### src/rtl/uart_bridge_pkg.sv
// Shared constants and types for the UART command parser and its register bank.
package uart_bridge_pkg;

   localparam logic [7:0] CMD_WRITE = 8'h57;
   localparam logic [7:0] CMD_READ  = 8'h52;
   localparam logic [7:0] RSP_ACK   = 8'h06;
   localparam logic [7:0] RSP_NAK   = 8'h15;

   typedef enum logic [2:0] {IDLE, ADDR, WDATA, COMMIT, RESP} bridgeState_e;

   // Full 8-bit compare so out-of-range addresses never alias onto a real register.
   function automatic logic addrInRange(input logic [7:0] addr, input int unsigned numRegs);
      return {24'd0, addr} < numRegs;
   endfunction

endpackage

### src/rtl/uart_tx_sequencer.sv
// Sends up to DATA_BYTES response bytes, MSB first, using the UART send/busy handshake.
module uart_tx_sequencer #(
   parameter int unsigned DATA_BYTES = 4
) (
   input  logic                            ipClk,
   input  logic                            ipReset,
   input  logic                            ipStart,
   input  logic [8*DATA_BYTES-1:0]         ipData,
   input  logic [$clog2(DATA_BYTES+1)-1:0] ipLength,
   input  logic                            ipTxBusy,
   output logic [7:0]                      opTxData,
   output logic                            opTxSend,
   output logic                            opDone
);

   localparam int unsigned W    = 8*DATA_BYTES;
   localparam int unsigned LenW = $clog2(DATA_BYTES+1);

   logic [W-1:0]    shiftReg;
   logic [LenW-1:0] remaining;
   logic            active;

   always_ff @(posedge ipClk) begin
      if (ipReset) begin
         shiftReg  <= '0;
         remaining <= '0;
         active    <= 1'b0;
         opTxData  <= 8'd0;
         opTxSend  <= 1'b0;
         opDone    <= 1'b0;
      end else begin
         opDone <= 1'b0;
         if (ipStart && !active) begin
            active <= 1'b1;
            // Launch the first byte on the start edge when the UART is free.
            if (!ipTxBusy && ipLength != '0) begin
               opTxData  <= ipData[W-1 -: 8];
               opTxSend  <= 1'b1;
               shiftReg  <= ipData << 8;
               remaining <= ipLength - LenW'(1);
            end else begin
               shiftReg  <= ipData;
               remaining <= ipLength;
            end
         end else if (active) begin
            if (opTxSend) begin
               if (ipTxBusy) begin
                  opTxSend <= 1'b0;
                  if (remaining == '0) begin
                     active <= 1'b0;
                     opDone <= 1'b1;
                  end
               end
            end else if (remaining == '0) begin
               active <= 1'b0;
               opDone <= 1'b1;
            end else if (!ipTxBusy) begin
               opTxData  <= shiftReg[W-1 -: 8];
               opTxSend  <= 1'b1;
               shiftReg  <= shiftReg << 8;
               remaining <= remaining - LenW'(1);
            end
         end
      end
   end

endmodule

### src/rtl/uart_register_bridge.sv
// Framed write/read command parser driving a register bank from UART Rx bytes,
// with ACK/NAK or read-data responses and an inter-byte timeout.
module uart_register_bridge
   import uart_bridge_pkg::*;
#(
   parameter int unsigned NUM_REGS       = 16,
   parameter int unsigned DATA_BYTES     = 4,
   parameter int unsigned TIMEOUT_CYCLES = 5_000_000
) (
   input  logic                             ipClk,
   input  logic                             ipReset,
   input  logic [7:0]                       ipRxData,
   input  logic                             ipRxValid,
   output logic [7:0]                       opTxData,
   output logic                             opTxSend,
   input  logic                             ipTxBusy,
   output logic [NUM_REGS*8*DATA_BYTES-1:0] opRegisters,
   output logic                             opWrStrobe,
   output logic [7:0]                       opWrAddress
);

   localparam int unsigned W      = 8*DATA_BYTES;
   localparam int unsigned LenW   = $clog2(DATA_BYTES+1);
   localparam int unsigned TimerW = $clog2(TIMEOUT_CYCLES+1);
   localparam logic [TimerW-1:0] TimeoutLast = TimerW'(TIMEOUT_CYCLES-1);
   localparam logic [LenW-1:0]   LastByte    = LenW'(DATA_BYTES-1);

   bridgeState_e    state;
   logic            isWrite;
   logic [7:0]      addr;
   logic [W-1:0]    shiftData;
   logic [LenW-1:0] byteCount;
   logic [TimerW-1:0] timer;
   logic [W-1:0]    regBank [NUM_REGS];

   logic            txStart;
   logic            txDone;
   logic [W-1:0]    txData;
   logic [LenW-1:0] txLen;
   logic [W-1:0]    readWord;

   for (genvar g = 0; g < NUM_REGS; g++) begin : gRegOut
      assign opRegisters[g*W +: W] = regBank[g];
   end

   // Responses start combinationally so the first send rises right after ADDR/COMMIT.
   always_comb begin
      readWord = '0;
      for (int i = 0; i < NUM_REGS; i++) begin
         if (ipRxData == 8'(i)) readWord = regBank[i];
      end
      txStart = 1'b0;
      txData  = '0;
      txLen   = '0;
      if (state == COMMIT) begin
         txStart = 1'b1;
         txData  = W'(addrInRange(addr, NUM_REGS) ? RSP_ACK : RSP_NAK) << (W-8);
         txLen   = LenW'(1);
      end else if (state == ADDR && ipRxValid && !isWrite) begin
         txStart = 1'b1;
         if (addrInRange(ipRxData, NUM_REGS)) begin
            txData = readWord;
            txLen  = LenW'(DATA_BYTES);
         end else begin
            txData = W'(RSP_NAK) << (W-8);
            txLen  = LenW'(1);
         end
      end
   end

   always_ff @(posedge ipClk) begin
      if (ipReset) begin
         state       <= IDLE;
         isWrite     <= 1'b0;
         addr        <= 8'd0;
         shiftData   <= '0;
         byteCount   <= '0;
         timer       <= '0;
         opWrStrobe  <= 1'b0;
         opWrAddress <= 8'd0;
         for (int i = 0; i < NUM_REGS; i++) regBank[i] <= '0;
      end else begin
         opWrStrobe <= 1'b0;
         case (state)
            IDLE: begin
               timer <= '0;
               if (ipRxValid && (ipRxData == CMD_WRITE || ipRxData == CMD_READ)) begin
                  isWrite <= (ipRxData == CMD_WRITE);
                  state   <= ADDR;
               end
            end
            ADDR: begin
               if (ipRxValid) begin
                  addr      <= ipRxData;
                  timer     <= '0;
                  byteCount <= '0;
                  state     <= isWrite ? WDATA : RESP;
               end else if (timer == TimeoutLast) begin
                  timer <= '0;
                  state <= IDLE;
               end else begin
                  timer <= timer + TimerW'(1);
               end
            end
            WDATA: begin
               if (ipRxValid) begin
                  shiftData <= (shiftData << 8) | W'(ipRxData);
                  byteCount <= byteCount + LenW'(1);
                  timer     <= '0;
                  if (byteCount == LastByte) state <= COMMIT;
               end else if (timer == TimeoutLast) begin
                  timer     <= '0;
                  shiftData <= '0;
                  state     <= IDLE;
               end else begin
                  timer <= timer + TimerW'(1);
               end
            end
            COMMIT: begin
               timer <= '0;
               if (addrInRange(addr, NUM_REGS)) begin
                  for (int i = 0; i < NUM_REGS; i++) begin
                     if (addr == 8'(i)) regBank[i] <= shiftData;
                  end
                  opWrStrobe  <= 1'b1;
                  opWrAddress <= addr;
               end
               state <= RESP;
            end
            RESP: begin
               timer <= '0;
               if (txDone) state <= IDLE;
            end
            default: state <= IDLE;
         endcase
      end
   end

   uart_tx_sequencer #(
      .DATA_BYTES(DATA_BYTES)
   ) uTxSeq (
      .ipClk   (ipClk),
      .ipReset (ipReset),
      .ipStart (txStart),
      .ipData  (txData),
      .ipLength(txLen),
      .ipTxBusy(ipTxBusy),
      .opTxData(opTxData),
      .opTxSend(opTxSend),
      .opDone  (txDone)
   );

endmodule

### config.mk
export PLATFORM = sky130hd
export DESIGN_NAME = uart_register_bridge
export DESIGN_NICKNAME = d
export VERILOG_FILES = /design/src/rtl/uart_bridge_pkg.sv /design/src/rtl/uart_tx_sequencer.sv /design/src/rtl/uart_register_bridge.sv
export SDC_FILE = /design/constraint.sdc
export NUM_CORES = 1
export LEC_CHECK = 0
export CORE_MARGIN = 2
export CORE_UTILIZATION = 40
export DETAILED_ROUTE_END_ITERATION = 6
export SLEW_MARGIN = 30
export SYNTH_ARGS = -nofsm -noshare
export SYNTH_HDL_FRONTEND = slang
export SYNTH_HIERARCHICAL = 1
export SYNTH_SLANG_ARGS = --single-unit
### constraint.sdc
create_clock -name ipClk -period 5.1 [get_ports ipClk]
set_input_delay 1.02 -clock ipClk [delete_from_list [all_inputs] [get_ports ipClk]]
set_output_delay 1.02 -clock ipClk [all_outputs]
set_load 0.02 [all_outputs]
==> impl_metrics.csv, run 1 <==
group,metric,value,unit
clock_network,cts_tree,"built",
detailed_routing,ant_nets,0,
worst_setup_path,critPathKind,"primary input to flop",
worst_setup_path,slowest_delay,940,ps
place,hpwl,95300,um
grt,antenna_found_initial,4,
clock_network,cts_max_level,3,
synth,synth_top_area_share,55.0,%
grt,grt_pass1_vias,22800,
finish,n_fill_cell,5872,
sta,rsz0062_at_grt,"no",
synth,synth.distinct_cells,88,
sta,setup_violations,0,
sta,fmax,228,MHz
sta,period_share,86.1,%
clock_network,numClockSinks,637,
sta,max_slew_margin,27.7,%
outcome,status,"finished, final reports clean",
clock_network,cts-buffers-inserted,70,
finish,syn_to_final_growth,32.2,%
power_and_ir_drop,ir_drop,0.000271,V
detailed_routing,vias,24000,
finish,drive_gt1_share,10.6,%
worst_setup_path,timing.critical_path.buf_inv,2,
die,initial_core_util,40.6,%
sta,tightest_slew,1080,ps
worst_setup_path,r2r_setup_slack,1430,ps
finish,seq_area,17900,um^2
place,place.gp.congestion,1.00,
worst_setup_path,path_cells,"clkdlybuf4s50_1, buf_4, nor4_2, nand2b_1, a2111oi_0, a211oi_1, a2111oi_1, o21a_1, a211oi_1, a2111oi_0",
die,ios,542,
die,die_area,72000,um^2
finish,nNetsFinal,2938,
min_path,hold_start,"opWrAddress[0]",
sta,setup-tns-final,0,ps
worst_setup_path,cp.arrival,4880,ps
detailed_routing,viasPerCell,6.15,
detailed_routing,first_pass_iters,7,
synth,ys_ff_latch,637,
clock_network,cts_resized,0,
worst_setup_path,worstReg2RegStart,"addr[4]",
die,die_height,268,um
synth,yosysWarnings,6,
synth,ys.flop_type,"edfxtp_1",
finish,multiInputGateArea,9060,um^2
flow_run,maxCapViolCount,0,
finish,layout.cells.non_filler,3911,
power_and_ir_drop,p_leak,12.4,nW
grt,grt_pass1_wl,180000,um
grt,overflow,0,
worst_setup_path,cp.required,5590,ps
min_path,holdPathEnd,"opWrAddress[0]",
synth,synth_edf_count,512,
synth,syn_inst,2394,
worst_setup_path,crit_slowest_cell,"a2111oi_0",
clock_network,cts_root_buf,"clkbuf_16",
finish,final_common_cell,"clkdlybuf4s50_1",
clock_network,clkLatencyLatePin,640,ps
worst_setup_path,critPathMaxFanout,9,
die,rows,96,
worst_setup_path,end_kind,"flop",
finish,layout_common_cells,"clkdlybuf4s50_1 (537), edfxtp_1 (512), nor2_1 (436), nand2_1 (158), dfxtp_1 (125)",
synth,ys_seq_area_share,64.0,%
synth,netlist_top_cells_area,"edfxtp_1 (55%), dfxtp_1 (9.0%), nor2_1 (5.9%)",
worst_setup_path,worstReg2RegEnd,"regBank[1][52]",
place,numPortBuffers,541,
min_path,hold_path.class,"flop to flop",
min_path,hold_depth,2,
worst_setup_path,crit_path_start_kind,"primary input",
clock_network,clkSlewWorstSetupHoldPaths,60,ps
detailed_routing,drc_errors,0,
detailed_routing,routed_wl,132000,um
clock_network,cts_hold_buf,0,
power_and_ir_drop,power_density,332,nW/um^2
synth,netlist_area,27900,um^2
grt,grt_start_max_net_pins,65,
synth,synth.largest_area_cell,"edfxtp_1",
synth,avgSynthCellArea,11.7,um^2
grt,grt_usage,36.0,%
detailed_routing,wl_per_cell,33.9,um
synth,async_flop_share,0,%
place,dp_cells,3778,
clock_network,cts_setup_buffers,0,
sta,maxSlewViolCount,0,
clock_network,clockBufferDepth,3,
die,die_x,268,um
sta,fin_skew,24.0,ps
sta,post-route-min-period,4390,ps
sta,hold_viol,0,
die,coreArea,68800,um^2
worst_setup_path,reg2reg_depth,7,
detailed_routing,drt_iter0_markers,3453,
worst_setup_path,cp_top_family,"compound AO/OA/AOI/OAI gates",
==> synthesized netlist by cell type (all sizes together), types with 5 or more instances <==
| library cell | count |
|---|---|
| a31o | 5 |
| inv | 53 |
| a2111oi | 36 |
| a21o | 10 |
| or3 | 8 |
| o221ai | 14 |
| a311oi | 11 |
| or4 | 7 |
| a22oi | 35 |
| clkbuf | 140 |
| o22ai | 64 |
| a32oi | 12 |
| o211ai | 13 |
| a21oi | 100 |
| buf | 72 |
| nor2 | 440 |
| dfxtp | 125 |
| nand2 | 159 |
| o21a | 26 |
| nor4b | 6 |
| nor3 | 51 |
| mux2i | 35 |
| a221oi | 14 |
| mux2 | 10 |
| a31oi | 15 |
| o21ai | 102 |
| a221o | 6 |
| a211oi | 46 |
| xor2 | 14 |
| nand4 | 7 |
| nor2b | 17 |
| mux4 | 31 |
| nor3b | 7 |
| a222oi | 5 |
| nand3 | 42 |
| a22o | 8 |
| and2 | 8 |
| edfxtp | 512 |
| and3 | 11 |
| or2 | 5 |
| ha | 7 |
| nand2b | 53 |
| xnor2 | 6 |
==> worst max path at each step <==
stage	slack, ps	start	to	cells past startpoint
2_1_floorplan	1490	ipRxData[7]	uTxSeq/opTxData[0]	12
3_3_place_gp	410	ipRxData[3]	uTxSeq/shiftReg[10]	11
3_5_place_dp	340	ipRxData[7]	uTxSeq/shiftReg[13]	10
4_1_cts	940	ipRxData[7]	uTxSeq/shiftReg[13]	10
5_1_grt	690	ipRxData[3]	uTxSeq/shiftReg[8]	11
6_report	710	ipRxData[7]	uTxSeq/shiftReg[13]	10
==> per-stage QoR <==
stage                     util [%]  instance area (um^2)  hold slack (ps)  power, W  worst slack, ps
after floorplan                  -                 27900              431   0.00652             1490
after global placement        50.3                 34600              441   0.00726              409
after detailed placement      50.4                 34700              449   0.00726              336
after CTS                     53.6                 36900              457    0.0123              935
after global routing          53.7                 36900              476    0.0125              687
final                         53.7                 36900              455    0.0123              709
==> final cells by class <==
type,count,share of cell area (%)
diodes,5,0.0339
clock buffers,87,4.97
clock inverters,41,1.11
inverters,54,0.549
multi-input cells,1492,24.5
flip-flops and latches,637,48.4
well taps,931,3.15
repair buffers,664,17.3
==> power breakdown <==
group          switching (W)  internal [W]  leakage (nW)  total (W)
registers           0.000180       0.00579          6.05    0.00597
clock network        0.00219       0.00289          1.09    0.00508
logic               0.000759      0.000452          5.25    0.00121
total                0.00313       0.00912          12.4     0.0123
==> flip-flops by register name, summed over array words and instances, names as in the netlist, 8 cells and up <==
| signal | flops |
|---|---|
| addr | 8 |
| opWrAddress | 8 |
| regBank | 512 |
| shiftData | 32 |
| timer | 23 |
| uTxSeq/opTxData | 8 |
| uTxSeq/shiftReg | 32 |
==> per-layer routing <==
metal	global-route usage [%]	vias to the layer above	part of all wire [%]
li1	-	9924	-
met3	8.82	315	11
met5	0	-	0.0098
met2	54.9	1696	45
met4	17.1	2	5.5
met1	48.2	12100	39
==> cell families (layout without fill, tap and decap cells) <==
logic type | after synthesis | count (layout) | share of synthesized area, %
other | 1 | 7 | 0.0134
DFF | 637 | 637 | 64.0
adders and majority gates | 7 | 7 | 0.313
and+or+nand+nor | 839 | 839 | 13.6
buffers and inverters | 266 | 846 | 3.94
xor gates and xnor gates | 20 | 20 | 0.627
muxes | 76 | 76 | 4.16
AOI/OAI and AO/OA | 548 | 548 | 13.4
==> tightest hold or removal path, stage by stage (launching register included) <==
cell and delay [ps]:
dfxtp_1 310, nand2_1 50, a21oi_1 50
(Power assumes the default switching activity.)
==> inputs of run 2 (changes only) <==
- CAP_MARGIN: unset -> 20
- PLACE_DENSITY_LB_ADDON: unset -> 0.08
- clock period: 5.1 -> 3.7 ns (I/O delays scaled with it)
==> run 2 against run 1 <==
Net effect: via count rose by 3.3%; first-iteration DRC count rose by 9.4%; hold slack improved by 10 ps; critical path type unchanged; register-to-register slack got worse by 990 ps; global-route usage rose by 0.25 points; routed wire length rose by 0.29%; largest power group unchanged; power rose by 41%; critical path depth rose by 2; setup slack got worse by 500 ps.
==> impl_metrics.csv, run 2 (same netlist as run 1, synthesis figures left out) <==
group,metric,value,unit
outcome,status,"finished, final reports clean",
worst_setup_path,crit_slowest_cell,"clkdlybuf4s50_1",
place,place_area,36100,um^2
grt,grtUsageMet3,9.81,%
power_and_ir_drop,p_leak,13.3,nW
detailed_routing,drt_iter0_markers,3778,
sta,rsz0062_at_grt,"no",
finish,final_common_cell,"clkdlybuf4s50_1",
clock_network,cts_resized,0,
min_path,hold_path.class,"flop to flop",
grt,grt_pass1_wl,183000,um
die,die_area,72000,um^2
clock_network,clockBufferDepth,3,
place,place.gp.congestion,0.994,
grt,grt_start_max_net_pins,64,
finish,top_regs,"regBank x512, shiftData x32, uTxSeq/shiftReg x32",
detailed_routing,vias,24800,
finish,drive_gt1_share,15.5,%
sta,holdWs,466,ps
sta,post-route-min-period,3490,ps
die,rows,96,
flow_run,maxCapViolCount,0,
die,die_height,268,um
clock_network,clkLatencyLatePin,640,ps
worst_setup_path,crit_path_start_kind,"primary input",
finish,syn_to_final_growth,37.6,%
power_and_ir_drop,ir_drop,0.000346,V
worst_setup_path,path_cells,"clkdlybuf4s50_1, buf_4, nor4_2, buf_4, o21ai_0, inv_1, ha_1, ha_1, nor2_1, buf_12, a211oi_1, a2111oi_0",
clock_network,cts_root_buf,"clkbuf_16",
worst_setup_path,end_kind,"flop",
grt,antenna_found_initial,7,
power_and_ir_drop,power_density,448,nW/um^2
clock_network,cts_hold_buf,0,
place,dp_cells,3938,
worst_setup_path,worstReg2RegEnd,"uTxSeq/shiftReg[22]",
grt,grt_usage,36.2,%
die,initial_core_util,40.6,%
detailed_routing,wl_per_cell,32.6,um
die,ios,542,
sta,setup_violations,0,
worst_setup_path,critPathKind,"primary input to flop",
sta,tightest_slew,1000,ps
clock_network,cts_setup_buffers,0,
worst_setup_path,cp.required,4170,ps
grt,met1_usage,48.5,%
sta,hold_viol,0,
die,coreArea,68800,um^2
worst_setup_path,timing.critical_path.buf_inv,5,
detailed_routing,viasPerCell,6.11,
detailed_routing,first_pass_iters,6,
place,numPortBuffers,541,
place,hpwl,98600,um
worst_setup_path,reg2reg_depth,10,
die,die_x,268,um
sta,fmax,287,MHz
sta,max_slew_margin,33.3,%
worst_setup_path,critPathMaxFanout,20,
finish,largest_register_ffs,512,
clock_network,clkSlewWorstSetupHoldPaths,60,ps
finish,layout.cells.non_filler,4068,
clock_network,numClockSinks,637,
worst_setup_path,worstReg2RegStart,"state[0]",
finish,layout_common_cells,"clkdlybuf4s50_1 (536), edfxtp_1 (512), nor2_1 (436), buf_4 (261), nand2_1 (158)",
grt,met2_usage,56.2,%
worst_setup_path,r2r_setup_slack,440,ps
min_path,hold_start,"addr[4]",
sta,period_share,94.2,%
worst_setup_path,cp.arrival,3960,ps
sta,fin_skew,22.9,ps
min_path,hold_depth,2,
clock_network,cts-buffers-inserted,71,
finish,top_register,"regBank",
clock_network,cts_tree,"built",
sta,maxSlewViolCount,0,
min_path,holdPathEnd,"addr[4]",
grt,grt_busiest_layer,"met2",
grt,overflow,0,
worst_setup_path,slowest_delay,550,ps
worst_setup_path,cp_top_family,"buffers and inverters",
detailed_routing,ant_nets,0,
finish,nNetsFinal,3099,
detailed_routing,routed_wl,133000,um
grt,grt_pass1_vias,23900,
clock_network,cts_max_level,3,
finish,design_area,38500,um^2
detailed_routing,drc_errors,0,
-- run 2: cell type report --
| type | count | area (um^2) |
|---|---|---|
| Inverter | 54 | 203 |
| Fill cell | 5941 | 30400 |
| Multi-Input combinational cell | 1492 | 9020 |
| Tap cell | 931 | 1160 |
| Clock buffer | 97 | 1970 |
| Sequential cell | 637 | 17900 |
| Timing Repair Buffer | 824 | 7830 |
| Clock inverter | 30 | 394 |
| Antenna cell | 3 | 7.51 |
-- run 2: power by group --
| group | switching, W | internal [W] |
|---|---|---|
| sequential | 0.000248 | 0.00797 |
| combinational | 0.00105 | 0.000689 |
| clock | 0.00302 | 0.00424 |
-- run 2: worst max-delay path by stage --
| stage | from | endpoint | slack (ps) | depth (start not counted) |
|---|---|---|---|---|
| 6_report | ipRxData[6] | uTxSeq/shiftReg[22] | 210 | 12 |
| 5_1_grt | ipRxData[3] | uTxSeq/shiftReg[15] | 40 | 11 |
| 4_1_cts | ipRxData[4] | uTxSeq/opTxData[0] | 150 | 13 |
| 3_5_place_dp | ipRxData[4] | uTxSeq/shiftReg[28] | -510 | 13 |
| 3_3_place_gp | ipRxData[4] | uTxSeq/opTxData[3] | -520 | 13 |
| 2_1_floorplan | ipRxData[7] | uTxSeq/opTxData[0] | 370 | 12 |
-- run 2: worst reg2reg max path, delay by kind of cell, from the launching register on --
kind,cells,cell delay [ps]
compound gates,3,1090
simple gates,3,750
fa+ha+maj,2,510
flops,1,440
buf+inv,2,320
-- run 2: routing by layer --
metal | vias to the layer above | wire (um)
met5 | - | 46
met4 | 6 | 5460
met3 | 285 | 15400
met2 | 1800 | 60900
met1 | 12500 | 50900
li1 | 10300 | -
-- run 2: stage by stage --
stage	setup WS (ps)	total power, W	utilization (%)	setup TNS, ps
after floorplan	367	0.00898	-	0
after global placement	-517	0.0101	52.4	-14180
after detailed placement	-510	0.0101	52.4	-15970
after CTS	149	0.0172	55.9	0
after global routing	43.8	0.0176	55.9	0
final	214	0.0172	55.9	0
